--- config.mk ---
export PLATFORM = sky130hd
export DESIGN_NAME = regfile_arbiter
export DESIGN_NICKNAME = d
export VERILOG_FILES = /design/src/rtl/regfile_arbiter.sv
export SDC_FILE = /design/constraint.sdc
export NUM_CORES = 1
export LEC_CHECK = 0
export BUFFER_PORTS_ARGS = -buffer_cell sky130_fd_sc_hd__buf_2
export CAP_MARGIN = 10
export CELL_PAD_IN_SITES_DETAIL_PLACEMENT = 1
export CELL_PAD_IN_SITES_GLOBAL_PLACEMENT = 1
export CORE_MARGIN = 1.5
export CORE_UTILIZATION = 25
export DETAILED_ROUTE_END_ITERATION = 8
export PLACE_DENSITY_LB_ADDON = 0.1
export SYNTH_ARGS = -nofsm -noshare
export SYNTH_HDL_FRONTEND = slang
export SYNTH_SLANG_ARGS = --single-unit
export TNS_END_PERCENT = 30
--- constraint.sdc ---
create_clock -name clk -period 2.5 [get_ports clk]
set_clock_uncertainty 0.1 [all_clocks]
set_input_delay 0.5 -clock clk [delete_from_list [all_inputs] [get_ports clk]]
set_output_delay 0.5 -clock clk [all_outputs]
set_load 0.02 [all_outputs]
--- src/rtl/regfile_arbiter.sv ---
// ============================================================================
// regfile_arbiter
// ----------------------------------------------------------------------------
// Round-robin arbiter and sequencer in front of a 32x64 register file that has
// one write port and one registered read port (A). The register file refreshes
// doutA only on cycles where its write enable is low, so reads and writes are
// time-multiplexed: one transaction is in flight at a time.
//
// Transaction flow (all outputs except req*_ready are registered):
//   IDLE  -> grant one requester, latch its op, present it to the RF
//   ISSUE -> write: rf_we=1 for this cycle     read: rf_ra presented, we=0
//   CAPT  -> read only: doutA is valid, capture it into the response
//   RESP  -> rsp<id>_valid held until rsp<id>_ready, then back to IDLE
//
// Ports:
//   clk, rst                 clock (rising edge), synchronous active-high reset
//   req{0,1}_valid/ready     request handshake (ready is combinational)
//   req{0,1}_we/addr/wdata   request op, register index, write data
//   rsp{0,1}_valid/ready     response handshake
//   rsp{0,1}_rdata           read data, 0 for write acknowledges
//   rf_we/rf_rw/rf_din       register file write port
//   rf_ra/rf_dout_a          register file read port A (registered doutA)
//   busy                     a transaction is in progress
//
// Optional feature (macro REGARB_X0_PROTECT_EN):
//   defined   - writes to index 0 are acknowledged normally but rf_we stays 0,
//               so register 0 keeps its initial contents
//   undefined - index 0 is written like any other index
// ============================================================================
module regfile_arbiter #(
    parameter int DATA_W = 64,
    parameter int ADDR_W = 5
) (
    input  logic              clk,
    input  logic              rst,

    input  logic              req0_valid,
    output logic              req0_ready,
    input  logic              req0_we,
    input  logic [ADDR_W-1:0] req0_addr,
    input  logic [DATA_W-1:0] req0_wdata,
    output logic              rsp0_valid,
    input  logic              rsp0_ready,
    output logic [DATA_W-1:0] rsp0_rdata,

    input  logic              req1_valid,
    output logic              req1_ready,
    input  logic              req1_we,
    input  logic [ADDR_W-1:0] req1_addr,
    input  logic [DATA_W-1:0] req1_wdata,
    output logic              rsp1_valid,
    input  logic              rsp1_ready,
    output logic [DATA_W-1:0] rsp1_rdata,

    output logic              rf_we,
    output logic [ADDR_W-1:0] rf_rw,
    output logic [ADDR_W-1:0] rf_ra,
    output logic [DATA_W-1:0] rf_din,
    input  logic [DATA_W-1:0] rf_dout_a,

    output logic              busy
);

    typedef enum logic [1:0] {
        ST_IDLE,
        ST_ISSUE,
        ST_CAPT,
        ST_RESP
    } state_t;

    state_t      r_state;
    logic        r_last_grant;   // id of the most recently granted requester
    logic        r_id;           // id of the requester owning the transaction
    logic        r_we;           // op of the transaction in flight

    logic              w_gnt0;
    logic              w_gnt1;
    logic              w_sel_we;
    logic [ADDR_W-1:0] w_sel_addr;
    logic [DATA_W-1:0] w_sel_wdata;
    logic              w_wr_en;
    logic              w_rsp_ready;

    // Round robin: on contention the requester that did not win last time
    // gets the grant. Reset leaves last_grant=1 so requester 0 wins first.
    assign w_gnt0 = req0_valid && (!req1_valid ||  r_last_grant);
    assign w_gnt1 = req1_valid && (!req0_valid || !r_last_grant);

    assign req0_ready = (r_state == ST_IDLE) && !rst && w_gnt0;
    assign req1_ready = (r_state == ST_IDLE) && !rst && w_gnt1;

    // At most one grant is active, so the granted requester's fields are
    // selected by w_gnt1 alone.
    assign w_sel_we    = w_gnt1 ? req1_we    : req0_we;
    assign w_sel_addr  = w_gnt1 ? req1_addr  : req0_addr;
    assign w_sel_wdata = w_gnt1 ? req1_wdata : req0_wdata;

`ifdef REGARB_X0_PROTECT_EN
    // Register 0 is read-only: the write is acknowledged but never strobed.
    assign w_wr_en = w_sel_we && (w_sel_addr != '0);
`else
    assign w_wr_en = w_sel_we;
`endif

    assign w_rsp_ready = r_id ? rsp1_ready : rsp0_ready;

    // Outputs are registered, so the values seen during ISSUE are loaded on
    // the grant edge, and the response is loaded on the edge leaving
    // ISSUE (write) or CAPT (read).
    // NOTE: every sequential assignment is non-blocking so all registers
    // update from the same pre-edge values; a blocking assignment here would
    // let later statements observe half-updated state.
    always_ff @(posedge clk) begin
        if (rst) begin
            r_state      <= ST_IDLE;
            r_last_grant <= 1'b1;
            r_id         <= 1'b0;
            r_we         <= 1'b0;
            rf_we        <= 1'b0;
            rf_rw        <= '0;
            rf_ra        <= '0;
            rf_din       <= '0;
            rsp0_valid   <= 1'b0;
            rsp0_rdata   <= '0;
            rsp1_valid   <= 1'b0;
            rsp1_rdata   <= '0;
            busy         <= 1'b0;
        end else begin
            case (r_state)
                ST_IDLE: begin
                    if (w_gnt0 || w_gnt1) begin
                        r_id         <= w_gnt1;
                        r_last_grant <= w_gnt1;
                        r_we         <= w_sel_we;
                        busy         <= 1'b1;
                        r_state      <= ST_ISSUE;
                        if (w_sel_we) begin
                            rf_we  <= w_wr_en;
                            rf_rw  <= w_sel_addr;
                            rf_din <= w_sel_wdata;
                        end else begin
                            rf_ra  <= w_sel_addr;
                        end
                    end
                end

                ST_ISSUE: begin
                    rf_we <= 1'b0;
                    if (r_we) begin
                        // Write acknowledge carries zero data.
                        r_state <= ST_RESP;
                        if (r_id) begin
                            rsp1_valid <= 1'b1;
                            rsp1_rdata <= '0;
                        end else begin
                            rsp0_valid <= 1'b1;
                            rsp0_rdata <= '0;
                        end
                    end else begin
                        r_state <= ST_CAPT;
                    end
                end

                ST_CAPT: begin
                    // doutA was refreshed at the end of ISSUE (rf_we was low).
                    r_state <= ST_RESP;
                    if (r_id) begin
                        rsp1_valid <= 1'b1;
                        rsp1_rdata <= rf_dout_a;
                    end else begin
                        rsp0_valid <= 1'b1;
                        rsp0_rdata <= rf_dout_a;
                    end
                end

                ST_RESP: begin
                    // A stalled response intentionally blocks both requesters.
                    if (w_rsp_ready) begin
                        rsp0_valid <= 1'b0;
                        rsp1_valid <= 1'b0;
                        busy       <= 1'b0;
                        r_state    <= ST_IDLE;
                    end
                end

                default: r_state <= ST_IDLE;
            endcase
        end
    end

endmodule

## Yosys cells after proc, flatten, opt, wreduce, memory -nomap -nowiden

Cells that the tools add are included.

| word-level totals | value |
|---|---|
| flip-flop bits (word level) | 211 |
| logic and storage cells | 79 |

| cells by class | value |
|---|---|
| equal/unequal tests | 11 |
| mux-type cells | 28 |
| bitwise logic cells | 1 |
| reductions and logical operators | 26 |

Operators by type and width:

| cell | number |
|---|---|
| two-way mux 64 bit | 7 |
| case mux 64 bit (2 select lines) | 2 |
| AND reduction 3 bit | 5 |
| != test 2 bit (second input constant) | 7 |
| two-way mux 1 bit | 11 |
| case mux 2 bit (4 select lines) | 1 |
| AND reduction 4 bit | 2 |
| case mux 1 bit (3 select lines) | 2 |
| nonzero test 2 bit | 3 |
| logical AND 1 bit | 5 |
| two-way mux 5 bit | 1 |
| equality test 2 bit (second input constant) | 2 |
| zero test 1 bit | 4 |
| two-way mux 2 bit | 2 |
| case mux 1 bit (2 select lines) | 2 |
| AND reduction 2 bit | 2 |
| logical OR 1 bit | 3 |
| nonzero test 3 bit | 1 |
| equality test 2 x 1 -> 1 bit (second input constant) | 1 |
| zero test 2 bit | 1 |
| != test 2 x 1 -> 1 bit (second input constant) | 1 |
| inverter 1 bit | 1 |

## Logic depth before layout (Yosys ltp)

| logic depth | value |
|---|---|
| depth after elaboration | 7 |
| gate-level depth with buffers | 8 |

## Least setup slack after synthesis

OpenSTA, ideal clock, no wires.

| timing | value |
|---|---|
| kind | reg-to-output |
| start | register r_state[0] |
| end | output port req1_ready |
| arrival | 1.521 ns |
| data required time | 1.900 ns |
| setup slack | 0.379 ns |
| stages on the path, launching flop included | 8 |
| path buffers | 3 |
| cells stage by stage | dfxtp_1 -> inv_1 -> ha_1 -> clkbuf_1 -> buf_2 -> buf_2 -> nand2_1 -> nor2_1 |

| on the way | value |
|---|---|
| cells in the longest elaborated chain, start to end | 3 |

Ends and longest elaborated chain:

| element | RTL line | RTL |
|---|---|---|
| from (decl) | 71 | `state_t r_state;` |
| from (signal assigned) | 115 | `r_state <= ST_IDLE;` |
| from (signal assigned) | 136 | `r_state <= ST_ISSUE;` |
| from (signal assigned) | 151 | `r_state <= ST_RESP;` |
| zero test 2 bit | 90 | `assign req1_ready = (r_state == ST_IDLE) && !rst && w_gnt1;` |
| logical AND 1 bit (2 in series) | 90 |  |
| to (decl) | 47 | `output logic req1_ready,` |

Every way passes these cells.

## Worst setup path in the final report

| timing | value |
|---|---|
| start | register r_state[1] |
| end | output port req0_ready |

| on the way | value |
|---|---|
| cells in the longest elaborated chain, start to end | 3 |

Ends and longest elaborated chain:

| element | RTL line | RTL |
|---|---|---|
| zero test 2 bit | 89 | `assign req0_ready = (r_state == ST_IDLE) && !rst && w_gnt0;` |
| logical AND 1 bit (2 in series) | 89 |  |
| to (decl) | 38 | `output logic req0_ready,` |

Every way passes these cells.

==> impl_results.md <==
- First-pass GRT wire length: 47300 um
- Port bufs: 417
- Async S/R FF share, synth: 0%
- Initial antenna violation count: 3
- CP Class: flip-flop to output pin
- Fin crit period: 2370 ps
- Post-route setup slack: 132 ps
- Outcome: finished, final reports clean
- Placed Area: 10700 sq um
- CTS tree: done
- Vias per cell: 4.74
- Initial DRC Count: 446
- Cell area after synthesis: 8160 sq um
- Met3 wire length: 1890 um
- Max Clock Freq: 422 MHz
- YS warnings: 0
- WHS: 143 ps
- Crit-path max cell delay: 350 ps
- Placed cells: 1614
- Util after Layout: 36.1%
- Syn Inst Count: 830
- RR Startpoint: r_state[1]$_SDFFE_PP0P_
- Initial Util: 25.6%
- Total grt overflow: 0
- Period utilisation layout: 94.7%
- Crit path from: r_state[1]$_SDFFE_PP0P_
- EDFF count, synth: 0
- Largest net degree at the start of global routing: 115
- Hold WC Path Type: input pin to flip-flop
- Hold Buf Count CTS: 0
- CP required: 1900 ps
- Min-delay src: rf_dout_a[51]
- Design area: 11500 sq um
- Netlist cell types: 35
- Die height: 184 um
- Final #Nets: 1423
- Sequential element share of the synthesized area: 51.8%
- Clk_lat worst skew: 520 ps
- CTS Buf Count: 26
- Prevailing post-synth register cell: dfxtp_1
- Final Power: 11.7 mW
- Fin cells: 1663
- Row count: 65
- WP buf/inv: 2
- Setup-failing EPs final: 0
- GPL Wtd Cong: 0.734
- Drc violations: 0
- Total number of vias: 7890
- Setup TNS: 0 ps
- Die width: 184 um
- Rel. slew slack: 55.1%
- Final Hold Violating Endpoints: 0
- Clock root cell: clkbuf_16
- Clock Path Buffers: 3
- P per Cell Area: 1020 nW/um^2
- Fillers: 3794
- Worst setup SP type: flip-flop
- Post-Syn Nets: 1045
- Setup crit end kind: output pin
- Leak Pwr: 5.40 nW
- FF+latch count, synth: 211
- # H-tree levels: 1
- Full die area: 33700 sq um
- Hpwl dp: 21000 um
- Syn Area/Cell: 9.83 sq um
- Maxcap violations: 0
- Max layer used: met5
- WP data arrival: 1770 ps
- CP max FO: 11
- Top delay family on crit path: flip-flops
- Cell breakdown of the critical path: inv_1 > ha_4 > nand2_1 > nor3_1 > buf_2
- Share of cells above drive strength 1: 40.7%
- Syn-to-layout area delta: 40.9%
- Avg WL per Cell: 18.6 um
- Slowest-stage cell, CP: dfxtp_1
- Clk sink count: 211
- Sequential Area: 4220 sq um
- Met2 wire len: 14700 um
- VDD IR max: 0.000482 V
- DRT Pass-1 Iters: 4
- Multi-input gate area: 3540 sq um
- Clock-pin slew on the worst setup and hold paths: 60 ps
- Core box area: 31900 sq um
- Vias in the first global route: 8097
- GR Util All Layers: 17.7%
- Unrepaired setup endpoints after global routing: false
- Wl on met1: 13400 um
- Detail Route Antenna Nets: 0
- Worst-Margin Slew: 674 ps
- Final Max Slew Viols: 0
- Top Ports: 418
- Final wirelength: 31000 um
- Dpl ws: 399 ps
==> routing by layer <==
layer	vias to the layer above	GRT usage, %
met2	252	29.8
met4	2	6.59
met3	53	3.80
li1	3808	-
met1	3775	22.3
met5	-	0
==> Yosys cell counts (2+ instances only) <==
cell	instances	area share [%]
dfxtp_1	211	52
nor2_1	133	6.1
a22oi_1	129	12
a21oi_1	80	4.9
mux2i_1	71	8.7
a211oi_1	60	5.5
clkbuf_1	40	1.8
buf_2	35	2.1
a211oi_2	10	1.5
a311oi_1	7	0.75
nand2_1	7	0.32
buf_1	6	0.28
inv_1	6	0.28
ha_1	5	0.77
buf_6	4	0.55
nand2b_1	3	0.23
o21ai_0	3	0.18
a31oi_1	2	0.15
buf_4	2	0.18
==> timing repair <==
item	in CTS	in global routing
buffers inserted	1	0
setup endpoints to repair	2	0
gates resized for setup	1	0
==> cell families after synthesis <==
group	share of synthesized area (%)
AO/OA/AOI/OAI	26.0
adder cells (fa/ha/maj)	0.767
buffers and inverters	5.27
flip-flops	51.8
multiplexers	8.85
AND/OR/NAND/NOR	7.33
==> report_power, final <==
group          total, mW  switching, mW  leakage (nW)  internal, mW
logic               3.87           2.51          3.28          1.36
registers           4.21          0.298          1.72          3.92
clock network       3.61           1.47         0.403          2.14
==> placed cells by master (no fill, tap or decap), types with 2 or more instances in the layout <==
| master | instances |
|---|---|
| a21oi_1 | 80 |
| diode_2 | 2 |
| dfxtp_1 | 211 |
| clkinvlp_4 | 2 |
| ha_1 | 4 |
| clkbuf_16 | 27 |
| nor2_1 | 133 |
| buf_2 | 416 |
| a211oi_2 | 10 |
| buf_4 | 12 |
| inv_1 | 6 |
| buf_12 | 8 |
| nand2_1 | 6 |
| o21ai_0 | 3 |
| clkbuf_1 | 6 |
| a31oi_1 | 2 |
| a22oi_1 | 129 |
| a311oi_1 | 7 |
| clkinv_2 | 5 |
| nand2b_1 | 2 |
| mux2i_1 | 71 |
| a211oi_1 | 60 |
| clkbuf_8 | 6 |
==> state kept, by name (all words and copies together), names as in the netlist <==
name,flops
rf_din,64
rsp0_rdata,64
rsp1_rdata,64
rf_ra,5
rf_rw,5
r_state,2
busy,1
r_id,1
r_last_grant,1
r_we,1
rf_we,1
rsp0_valid,1
rsp1_valid,1
==> cell type report <==
class | count | share of cell area (%)
clock buffer | 39 | 6.79
sequential | 211 | 36.7
clock inverter | 7 | 0.348
multi-input combinational | 526 | 30.8
inverter | 6 | 0.196
antenna | 2 | 0.0435
timing repair buffer | 437 | 20.4
tap | 435 | 4.73
==> worst reg2reg max path, delay by kind of cell, from the launching register on <==
family,cells,cell delay (ps)
adder cells (fa/ha/maj),1,310
AO/OA/AOI/OAI,1,140
flip-flops,1,350
AND/OR/NAND/NOR,2,370
buffers and inverters,2,430
multiplexers,1,400
==> worst paths after layout <==
path / end / slack (ps) / depth (start not counted)
setup / recovery: req0_ready / 130 / 5
hold / removal: rsp1_rdata[51]$_SDFFE_PP0P_ / 140 / 3
setup reg to reg: rsp0_rdata[22]$_SDFFE_PP0P_ / 350 / 7
hold reg to reg: rsp0_rdata[15]$_SDFFE_PP0P_ / 390 / 2
No activity file was read; power rests on OpenSTA's default activity.
